<file path="src/rtl/corr_filter_buf.sv">
// Bounds filter for the correspondence stream, followed by a show-ahead FIFO.
// Tracks the frame lifecycle and reports the accepted count, overflow and restart errors.
module corr_filter_buf #(
  parameter int FIFO_DEPTH    = 16,
  parameter int CNT_BW        = 20,
  parameter int BORDER_BW     = 4,
  parameter int DATA_DEPTH_BW = 16,
  parameter int H_SIZE_BW     = 11,
  parameter int V_SIZE_BW     = 10
) (
  input  logic                     i_clk,
  input  logic                     i_rst,
  input  logic                     i_frame_start,
  input  logic                     i_frame_end,
  input  logic                     i_valid,
  input  logic [DATA_DEPTH_BW-1:0] i_depth0,
  input  logic [H_SIZE_BW-1:0]     i_idx0_x,
  input  logic [V_SIZE_BW-1:0]     i_idx0_y,
  input  logic [H_SIZE_BW-1:0]     i_idx1_x,
  input  logic [V_SIZE_BW-1:0]     i_idx1_y,
  input  logic [H_SIZE_BW-1:0]     r_hsize,
  input  logic [V_SIZE_BW-1:0]     r_vsize,
  input  logic [BORDER_BW-1:0]     r_border,
  output logic                     o_valid,
  input  logic                     i_ready,
  output logic [DATA_DEPTH_BW-1:0] o_depth0,
  output logic [H_SIZE_BW-1:0]     o_idx0_x,
  output logic [V_SIZE_BW-1:0]     o_idx0_y,
  output logic [H_SIZE_BW-1:0]     o_idx1_x,
  output logic [V_SIZE_BW-1:0]     o_idx1_y,
  output logic                     o_frame_done,
  output logic [CNT_BW-1:0]        o_corr_cnt,
  output logic                     o_overflow,
  output logic                     o_restart_err,
  output logic [1:0]               o_state
);
  // Output handshake: an entry moves when o_valid && i_ready at the rising edge;
  // while i_ready is low the head entry and o_valid stay stable.

  localparam int AW    = $clog2(FIFO_DEPTH);
  localparam int ENT_W = DATA_DEPTH_BW + 2*H_SIZE_BW + 2*V_SIZE_BW;

  typedef enum logic [1:0] {IDLE, RUN, FLUSH, DONE} state_t;
  state_t state, state_nx;

  logic             eff_run, restart, pass_x, pass_y;
  logic [H_SIZE_BW:0] bx;
  logic [V_SIZE_BW:0] by;
  logic             pipe_vld;
  logic [ENT_W-1:0] pipe_ent, head;
  logic [ENT_W-1:0] mem [FIFO_DEPTH];
  logic [AW:0]      wr_ptr, rd_ptr, count;
  logic             empty, full, pop, wr_en, drain_done;
  logic [CNT_BW-1:0] run_cnt;

  assign eff_run = (state == RUN) || i_frame_start;
  assign restart = i_frame_start && (state != IDLE);

  // Extra bit on each side so x + border never wraps.
  assign bx     = (H_SIZE_BW+1)'(r_border);
  assign by     = (V_SIZE_BW+1)'(r_border);
  assign pass_x = ({1'b0, i_idx1_x} >= bx) && (({1'b0, i_idx1_x} + bx) < {1'b0, r_hsize});
  assign pass_y = ({1'b0, i_idx1_y} >= by) && (({1'b0, i_idx1_y} + by) < {1'b0, r_vsize});

  assign count   = wr_ptr - rd_ptr;
  assign empty   = (wr_ptr == rd_ptr);
  assign full    = (count == (AW+1)'(FIFO_DEPTH));
  assign o_valid = !empty;
  assign pop     = o_valid && i_ready;
  assign wr_en   = pipe_vld && (!full || pop);

  // True when neither the filter stage nor the FIFO will hold anything after this edge.
  assign drain_done = !pipe_vld && (empty || ((count == (AW+1)'(1)) && pop));

  assign head = mem[rd_ptr[AW-1:0]];
  assign {o_depth0, o_idx0_x, o_idx0_y, o_idx1_x, o_idx1_y} = o_valid ? head : '0;
  assign o_frame_done = (state == DONE);
  assign o_state      = state;

  always_comb begin
    state_nx = state;
    case (state)
      IDLE:    if (i_frame_start) state_nx = RUN;
      RUN:     if (!i_frame_start && i_frame_end) state_nx = FLUSH;
      FLUSH:   if (i_frame_start) state_nx = RUN;
               else if (drain_done) state_nx = DONE;
      DONE:    state_nx = i_frame_start ? RUN : IDLE;
      default: state_nx = IDLE;
    endcase
  end

  always_ff @(posedge i_clk or posedge i_rst) begin
    if (i_rst) begin
      state         <= IDLE;
      wr_ptr        <= '0;
      rd_ptr        <= '0;
      pipe_vld      <= 1'b0;
      run_cnt       <= '0;
      o_corr_cnt    <= '0;
      o_overflow    <= 1'b0;
      o_restart_err <= 1'b0;
    end else begin
      state         <= state_nx;
      pipe_vld      <= eff_run && i_valid && pass_x && pass_y;
      o_restart_err <= restart;
      if (restart) begin
        wr_ptr <= '0;
        rd_ptr <= '0;
      end else begin
        if (wr_en) wr_ptr <= wr_ptr + 1'b1;
        if (pop)   rd_ptr <= rd_ptr + 1'b1;
      end
      if (i_frame_start) run_cnt <= '0;
      else if (wr_en && (run_cnt != '1)) run_cnt <= run_cnt + 1'b1;
      if (i_frame_start) o_overflow <= 1'b0;
      else if (pipe_vld && !wr_en) o_overflow <= 1'b1;
      if (state == FLUSH && !i_frame_start && drain_done) o_corr_cnt <= run_cnt;
    end
  end

  // Payload storage carries no reset; it is only observed while o_valid is high.
  always_ff @(posedge i_clk) begin
    pipe_ent <= {i_depth0, i_idx0_x, i_idx0_y, i_idx1_x, i_idx1_y};
    if (wr_en) mem[wr_ptr[AW-1:0]] <= pipe_ent;
  end

endmodule
</file>
<file path="config.mk">
export PLATFORM = sky130hd
export DESIGN_NAME = corr_filter_buf
export DESIGN_NICKNAME = d
export VERILOG_FILES = /design/src/rtl/corr_filter_buf.sv
export SDC_FILE = /design/constraint.sdc
export NUM_CORES = 1
export LEC_CHECK = 0
export BUFFER_PORTS_ARGS = -buffer_cell sky130_fd_sc_hd__buf_2
export CORE_ASPECT_RATIO = 1.75
export CORE_MARGIN = 3
export CORE_UTILIZATION = 45
export DETAILED_ROUTE_END_ITERATION = 16
export SLEW_MARGIN = 15
export SYNTH_ARGS = -nofsm -noshare
export SYNTH_HDL_FRONTEND = slang
export SYNTH_SLANG_ARGS = --single-unit
</file>
<file path="constraint.sdc">
create_clock -name i_clk -period 12.5 [get_ports i_clk]
set_clock_uncertainty 0.1 [all_clocks]
set_input_delay 2.5 -clock i_clk [delete_from_list [all_inputs] [get_ports i_clk]]
set_output_delay 2.5 -clock i_clk [all_outputs]
set_load 0.05 [all_outputs]
</file>
==> impl_metrics.toml, run 1 <==
[worst_setup_path]
critPathMaxStageDelay_ns = 0.99
crit_path_max_fanout = 52
slowest_stage = "dfrtp_4"
end_kind = "output port"
cp.buffers_inverters = 2
start_kind = "flip-flop"
crit_chain = "buf_4, mux4_2, mux4_2, and2_1, buf_2"
worstPathArrival_ns = 4.22
crit_required_ns = 9.90
critical_path.most_common_cell = "mux4_2"
critPathTopFamily = "multiplexers"
crit_type = "flip-flop to output port"

[clocking]
clk_latency_ns = 0.66
numCtsBuffers = 92
ctsLongestPathBuffers = 3
cts_sinks = 1041
hold_buffers = 0
post_cts_buffers = 0
cts_resized = 0
h-tree-depth = 3
cts_tree = "built"
clk_pin_slew_ns = 0.07
root_buffer = "clkbuf_16"

[yosys]
syn_nets = 1988
netlist_top_cells_count = "edfxtp_1 (928), mux4_2 (290), and2_1 (64)"
netlist_area_um2 = 40400
synth_area_leaders = "edfxtp_1 (69%), mux4_2 (16%), dfrtp_1 (3.4%)"
synth.ff_latch_count = 1041
synth-edff-count = 928
synth_top_area_cell = "edfxtp_1"
ys_seq_area_share_pct = 75.3
syn_inst = 1851
synth_cell_type_count = 53
async_flop_share_pct = 5.28
avgSynthCellArea_um2 = 21.8
ys.flop_type = "edfxtp_1"
synth_top_area_share_pct = 69.0
yosysMostFrequentCell = "edfxtp_1"
ys.warnings.count = 0

[route]
routed_wl_um = 88300
drtAntennaViolNets = 0
route.detailed.drc = 0
first_pass_iters = 5
initialDrtViolationCount = 1392
vias_per_cell = 5.68
post_drt_wl_per_cell_um = 26.6
num_vias = 18900

[timing]
fin_crit_sh_pct = 54.6
drv_slew = 0
setup_viol = 0
max_freq_mhz = 147
hold_viol_final = 0
rsz0062_at_grt = "no"
fin_setup_tns_ns = 0
worst_pin_slew_ns = 1.15
worst_slack_ns = 5.68
slew_headroom_pct = 23.3
period_minus_slack_ns = 6.82

[floorplanning]
start_util_pct = 45.7
fp.dieH_um = 402
dieWidth_um = 232
core_area_um2 = 88500
die-area_um2 = 93500
num_rows = 144
io_pins = 173

[placed_design]
numPortBuffers = 172
hpwl_um = 46200
gp_congestion = 0.768
placed_area_um2 = 42800
post-place-cells = 3144
dp_slack_ns = 6.20

[grt]
grt_pass1_wl_um = 133000
grtUsageTotal_pct = 19.4
grt_pass1_vias = 20300
grt_start_max_net_pins = 150
antenna_found_initial = 1
overflow = 0

[status]
outcome = "complete, no violations"

[power]
total_power_uw = 8950
worst_ir_drop_vdd_mv = 0.158
p_seq_share_pct = 44.1
p_int_uw = 6350
switching_share_pct = 29.0
power_density_nw_per_um2 = 195
power_frac_clock_pct = 32.3
leakage_uw = 0.0151
pwr-share-comb_pct = 23.6
power.switching_uw = 2600

[cells_and_area]
area_growth_pct = 13.5
antenna_cells = 0
nets = 2207
fin_cells = 3318
stdcell_area_um2 = 45900
layout-drive-gt1-share_pct = 32.3

[flow_run]
maxCapViolations = 0

[worst_hold_path]
hp-class = "flip-flop to flip-flop"
## final timing paths
kind	start	end	slack, ns	cells after the start
worst min register to register	o_corr_cnt[18]	o_corr_cnt[18]	0.41	1
worst max register to register	rd_ptr[1]	mem[12][32]	6.86	8
max in group asynchronous	i_rst	rd_ptr[0]	9.78	3
worst min-delay path	o_corr_cnt[18]	o_corr_cnt[18]	0.41	1
worst max-delay path	rd_ptr[0]	o_idx0_y[5]	5.68	5
min in group asynchronous	i_rst	o_corr_cnt[2]	1.92	3
## power groups by stage
stage                     Combinational (µW)  Clock [µW]  Sequential, µW
after floorplan                         1690           0            3960
after global routing                    2260        3100            3970
after detailed placement                2160           0            4030
final                                   2110        2890            3950
after global placement                  2150           0            4020
after CTS                               2170        2960            3960
## flip-flops by register name (all words and copies together) (netlist names)
signal	count
o_state	2
mem	928
rd_ptr	5
o_restart_err	1
pipe_vld	1
wr_ptr	5
pipe_ent	58
o_overflow	1
o_corr_cnt	20
run_cnt	20
## through the flow
stage               util (%)  hold slack, ns
global route            51.8           0.424
CTS                     51.8           0.415
floorplan                  -           0.405
finish                  51.8           0.406
detailed placement      48.3           0.395
global placement        48.3           0.377
## layout by cell type (no fill, tap or decap), drive strengths merged, types with 5 or more instances in the layout
master	Yosys	routed
a21oi	32	32
inv	41	47
nor2b	8	8
clkinvlp	0	5
edfxtp	928	928
mux4	290	290
clkbuf	59	116
nand2	28	28
mux2	24	24
nor3b	6	6
and3	9	9
a211oi	5	5
buf	24	208
xor2	6	6
dfrtp	55	55
dfxtp	58	58
a21o	5	5
nand4	7	7
o31ai	6	6
nand2b	6	6
nor2	30	30
o21ai	15	15
ha	45	45
or3	11	11
or4	6	6
bufinv	0	10
nand3	19	19
nor3	6	6
and2	64	64
nor4	6	6
xnor2	21	21
clkinv	0	37
## kinds of logic after synthesis
family	count (synthesis)	synth area share [%]
AOI/OAI and AO/OA	81	1.27
xor gates and xnor gates	27	0.623
muxes	316	17.1
buffers and inverters	124	1.25
and+or+nand+nor	214	2.97
adders and majority gates	48	1.54
DFF	1041	75.3
## area by class of cell
class | instances | area, µm²
well taps | 1168 | 1460
repair buffers | 208 | 1160
flip-flops and latches | 1041 | 30400
clock inverters | 58 | 571
inverters | 41 | 159
multi-input cells | 686 | 9570
clock buffers | 116 | 2530
fillers | 6905 | 42600
## layer usage
metal  vias to the layer above  share of wire, %  GRT usage, %
met2                       508                52          33.8
met5                         -             0.015             0
met4                         2               2.4          5.63
met3                       123               5.1          3.07
li1                       8080                 -             -
met1                     10100                40          25.1
## worst register-to-register path, stage by stage (launching register included)
cell     delay [ns]
dfrtp_4        0.87
buf_4          0.75
fa_1           0.59
nor3b_2        0.17
a31oi_1        0.54
o31ai_2        0.31
buf_4          0.25
nor2_4         0.86
buf_4          0.78
(Power assumes the default switching activity.)
==> run 2: changes to the inputs <==
- ABC_AREA: not set -> 1
- clock period: 12.5 -> 5.75 ns (I/O delays scaled with it)
==> run 2 against run 1 <==
Sequential power increased by 120%. Die area increased by 3.6%. Count of clock-buffer cells in the layout increased by 11. Critical endpoint is now o_depth0[9]. Non-clock buffer count increased by 24.
==> impl_metrics.toml, run 2 <==
[cells_and_area]
register_area_um2 = 30400
utilization_pct = 51.0
nets = 3644
layout-drive-gt1-share_pct = 12.0
multi_input_area_um2 = 10100
num-fill-cells = 7936
final_common_cell = "edfxtp_1"
layout_common_cells = "edfxtp_1 (928), nor2_1 (644), o21ai_0 (432)"
area_growth_pct = 11.9
largest_register_ffs = 928

[grt]
grtUsageTotal_pct = 22.0
grt_pass1_vias = 26400
antenna_found_initial = 2
overflow = 0
grt_pass1_wl_um = 162000
grt_start_max_net_pins = 197

[worst_setup_path]
crit_required_ns = 4.50
end_kind = "output port"
r2r_setup_slack_ns = 1.72
worstPathArrival_ns = 3.91
slowest_stage = "ha_1"
critical_path.most_common_cell = "clkinv_2"
critPathMaxStageDelay_ns = 0.57
crit_chain = "clkinv_2, ha_1, nand2_1, nor2_1, nand2_2, clkinv_2, buf_4, a31oi_1, buf_2"
crit_path_max_fanout = 29
start_kind = "flip-flop"
crit_type = "flip-flop to output port"

[yosys]
synth_top_area_cell = "edfxtp_1"
ys.warnings.count = 0
synth_area_leaders = "edfxtp_1 (67%), nor2_1 (5.9%), o21ai_0 (5.2%)"
synth_cell_type_count = 43
synth_top_area_share_pct = 66.5
synth.ff_latch_count = 1041
synth-edff-count = 928
avgSynthCellArea_um2 = 12.4
yosysMostFrequentCell = "edfxtp_1"
netlist_top_cells_count = "edfxtp_1 (928), nor2_1 (661), o21ai_0 (432)"
async_flop_share_pct = 5.28
ys.flop_type = "edfxtp_1"
ys_seq_area_share_pct = 72.6
syn_nets = 3521
syn_inst = 3384
netlist_area_um2 = 41900

[clocking]
cts_tree = "built"
root_buffer = "clkbuf_16"
clk_latency_ns = 0.67
hold_buffers = 0
numCtsBuffers = 93
ctsLongestPathBuffers = 3
cts_sinks = 1041
post_cts_buffers = 0
clk_pin_slew_ns = 0.06
h-tree-depth = 3
cts_resized = 0

[worst_hold_path]
hp-class = "flip-flop to flip-flop"

[floorplanning]
dieWidth_um = 237
die-area_um2 = 96900
core_area_um2 = 92000
io_pins = 173
num_rows = 147
start_util_pct = 45.5
fp.dieH_um = 410

[timing]
slew_headroom_pct = 23.1
drv_slew = 0
worst_pin_slew_ns = 1.15
period_minus_slack_ns = 5.16
rsz0062_at_grt = "no"
hold_viol_final = 0
fin_crit_sh_pct = 89.7
fin_setup_tns_ns = 0
max_freq_mhz = 194
setup_viol = 0

[route]
first_pass_iters = 5
initialDrtViolationCount = 2108
post_drt_wl_per_cell_um = 22.6
routed_wl_um = 108000
route.detailed.drc = 0
num_vias = 26700
vias_per_cell = 5.60
drtAntennaViolNets = 0

[status]
outcome = "complete, no violations"

[flow_run]
maxCapViolations = 0

[power]
leakage_uw = 0.0162
total_power_uw = 19200
worst_ir_drop_vdd_mv = 0.290
power_density_nw_per_um2 = 410

[placed_design]
hpwl_um = 59900
gp_congestion = 0.819
numPortBuffers = 172
run 2: stage by stage:
stage / area, µm² / hold WS, ns / instances / setup slack, ns
2_1_floorplan: 41900 / 0.417 / 3384 / 0.529
3_3_place_gp: 43900 / 0.369 / 4604 / 1.05
3_5_place_dp: 43900 / 0.372 / 4604 / 1.06
4_1_cts: 46900 / 0.391 / 4774 / 0.483
5_1_grt: 46900 / 0.413 / 4774 / 0.312
6_report: 46900 / 0.385 / 4775 / 0.594
run 2: report_power, final:
group / leakage (µW) / internal, µW / switching [µW]
Combinational: 0.00520 / 1110 / 3480
Sequential: 0.00959 / 8380 / 182
Clock: 0.00144 / 3320 / 2730
Total: 0.0162 / 12800 / 6390
run 2: critical path, delay by kind of cell, from the launching register on:
family / cells / cell delay, ns
AO/OA/AOI/OAI: 1 / 0.20
adder cells (fa/ha/maj): 1 / 0.57
AND/OR/NAND/NOR: 3 / 0.22
flip-flops: 1 / 0.36
buffers and inverters: 4 / 1.87
run 2: cell families after synthesis:
logic type      synth area share [%]
fa+ha+maj                       1.49
flops                           72.6
buf+inv                         3.51
simple gates                    10.6
compound gates                  11.3
xor+xnor                       0.586
run 2: worst paths after layout:
path,start,endpoint,depth (start not counted)
worst min-delay path,o_corr_cnt[16],o_corr_cnt[16],2
worst max register to register,rd_ptr[3],mem[7][40],12
worst min register to register,o_corr_cnt[16],o_corr_cnt[16],2
max in group asynchronous,i_rst,rd_ptr[2],3
worst max-delay path,rd_ptr[3],o_depth0[9],9
min in group asynchronous,i_rst,o_corr_cnt[11],3
run 2: cell type report:
type	instances	share of cell area [%]
multi-input combinational	2013	21.6
sequential	1041	64.9
tap	1192	3.18
clock buffer	127	5.55
antenna	1	0.00534
inverter	126	1.05
timing repair buffer	232	2.96
clock inverter	43	0.740
run 2: layer usage:
layer,vias to the layer above,global-route usage [%],share of wire (%)
met5,-,0,0
met4,0,7.37,2.7
met3,146,3.25,4.9
met2,731,39.6,53
met1,13400,27.1,39
li1,12400,-,-
==> run 3: changes to the inputs <==
--- a/config.mk
+++ b/config.mk
@@ -12,4 +12,6 @@
 export CORE_UTILIZATION = 45
 export DETAILED_ROUTE_END_ITERATION = 16
+export HOLD_SLACK_MARGIN = 0.06
+export RECOVER_POWER = 25
 export SLEW_MARGIN = 15
 export SYNTH_ARGS = -nofsm -noshare
--- a/constraint.sdc
+++ b/constraint.sdc
@@ -3,3 +3,3 @@
 set_input_delay 1.15 -clock i_clk [delete_from_list [all_inputs] [get_ports i_clk]]
 set_output_delay 1.15 -clock i_clk [all_outputs]
-set_load 0.05 [all_outputs]
+set_load 0.1 [all_outputs]
==> run 3 against run 2 <==
Total power rose by 6.8%. Design area is 0.29% higher. Core utilization is 0.15 points higher. Via count hardly changed. Non-clock buffer count shrank 2. Worst hold slack hardly changed. Global-route usage fell by 0.16 points. Register-to-register slack improved by 0.14 ns. Final cell count about the same.
==> impl_metrics.toml, run 3 (synthesized netlist as in run 2, its figures left out) <==
[floorplanning]
num_rows = 147
die-area_um2 = 96900
core_area_um2 = 92000
fp.dieH_um = 410
io_pins = 173
start_util_pct = 45.5
dieWidth_um = 237

[grt]
grt_pass1_wl_um = 160000
grt_start_max_net_pins = 224
antenna_found_initial = 2
grtUsageTotal_pct = 21.9
overflow = 0
grt_pass1_vias = 26100

[timing]
fin_setup_tns_ns = 0
max_freq_mhz = 194
rsz0062_at_grt = "no"
drv_slew = 0
period_minus_slack_ns = 5.15
worst_pin_slew_ns = 1.21
hold_viol_final = 0
worst_slack_ns = 0.599
fin_crit_sh_pct = 89.6
slew_headroom_pct = 19.1
setup_viol = 0

[worst_hold_path]
hp-class = "flip-flop to flip-flop"
min_from = "o_corr_cnt[1]"

[route]
num_vias = 26700
vias_per_cell = 5.59
initialDrtViolationCount = 2054
first_pass_iters = 5
drtAntennaViolNets = 0
post_drt_wl_per_cell_um = 22.6
route.detailed.drc = 0
routed_wl_um = 108000

[cells_and_area]
area_growth_pct = 12.2
largest_register_ffs = 928
utilization_pct = 51.1
num-fill-cells = 7957
layout_common_cells = "edfxtp_1 (928), nor2_1 (644), o21ai_0 (432)"
layout-drive-gt1-share_pct = 11.2
nets = 3644
final_common_cell = "edfxtp_1"

[worst_setup_path]
crit_path_max_fanout = 39
cp-startpoint = "rd_ptr[1]"
worstPathArrival_ns = 3.90
crit_chain = "inv_4, ha_1, nand2_1, nor2_1, nand2_2, clkinv_2, buf_4, a21oi_1, buf_2"
end_kind = "output port"
rr_startpoint = "rd_ptr[1]"
critPathTopFamily = "buffers and inverters"
critPathMaxStageDelay_ns = 0.51
r2r_setup_slack_ns = 1.86
crit_required_ns = 4.50
crit_type = "flip-flop to output port"
slowest_stage = "dfrtp_4"
start_kind = "flip-flop"
cp.buffers_inverters = 4

[clocking]
clk_pin_slew_ns = 0.07
cts_sinks = 1041
cts_tree = "built"
post_cts_buffers = 0
cts_resized = 0
hold_buffers = 0
clk_latency_ns = 0.67
root_buffer = "clkbuf_16"
h-tree-depth = 3
ctsLongestPathBuffers = 3
numCtsBuffers = 95

[status]
outcome = "complete, no violations"

[placed_design]
hpwl_um = 59100
numPortBuffers = 172
gp_congestion = 0.813
dp_slack_ns = 1.26

[power]
p_int_uw = 12900
pwr-share-comb_pct = 28.4
switching_share_pct = 36.9
power.switching_uw = 7580
power_frac_clock_pct = 30.0
worst_ir_drop_vdd_mv = 0.336
p_seq_share_pct = 41.5
power_density_nw_per_um2 = 437
leakage_uw = 0.0162

[flow_run]
maxCapViolations = 0
[run 3: changes by cell type in the layout (fill, tap and decap cells not counted), moves of 3 or more]
cell and delta:
clkbuf_16 +5, clkbuf_1 +24, clkinv_2 +3, clkinv_1 +5, buf_4 -10, buf_12 +8, clkbuf_8 -6, buf_2 -27
[run 3: tightest hold or removal path, delay by kind of cell, from the launching register on]
| kind | cells | cell delay, ns |
|---|---|---|
| AO/OA/AOI/OAI | 1 | 0.06 |
| flip-flops | 1 | 0.34 |
| AND/OR/NAND/NOR | 1 | 0.05 |
[run 3: worst paths after layout]
path | end | cells after the start
max reg2reg | mem[4][17] | 11
max | o_idx0_y[4] | 9
min in group asynchronous | o_corr_cnt[7] | 3
min | o_corr_cnt[1] | 2
min reg2reg | o_corr_cnt[1] | 2
max in group asynchronous | rd_ptr[2] | 3
[run 3: metrics by stage]
step                      hold slack, ns  instance area, µm²  std cells  power, µW
final                              0.385               47000       4776      20500
after global routing               0.417               47000       4774      21300
after CTS                          0.391               47000       4774      20700
after detailed placement           0.375               44000       4602      14600
after global placement             0.366               44000       4602      14500
after floorplan                    0.417               41900       3384      13200
[run 3: cell type report]
cell class | count | area (µm²) | share of cell area [%]
Multi-Input combinational cell | 2013 | 10100 | 21.6
Tap cell | 1192 | 1490 | 3.17
Sequential cell | 1041 | 30400 | 64.7
Clock inverter | 49 | 397 | 0.844
Inverter | 126 | 492 | 1.05
Clock buffer | 123 | 2630 | 5.60
Timing Repair Buffer | 230 | 1440 | 3.06
Antenna cell | 2 | 5.00 | 0.0106
[run 3: power groups by stage]
stage	Combinational, µW	Sequential [µW]	Clock, µW
6_report	5830	8520	6160
5_1_grt	6240	8540	6540
4_1_cts	5900	8520	6290
3_5_place_dp	5890	8690	0
3_3_place_gp	5860	8680	0
2_1_floorplan	4450	8740	0
[run 3: layer usage]
metal	vias up	part of all wire [%]	track usage, %
li1	12400	-	-
met1	13400	39	26.5
met2	740	52	39.1
met3	204	4.8	3.14
met4	0	3.6	8.79
met5	-	0	0
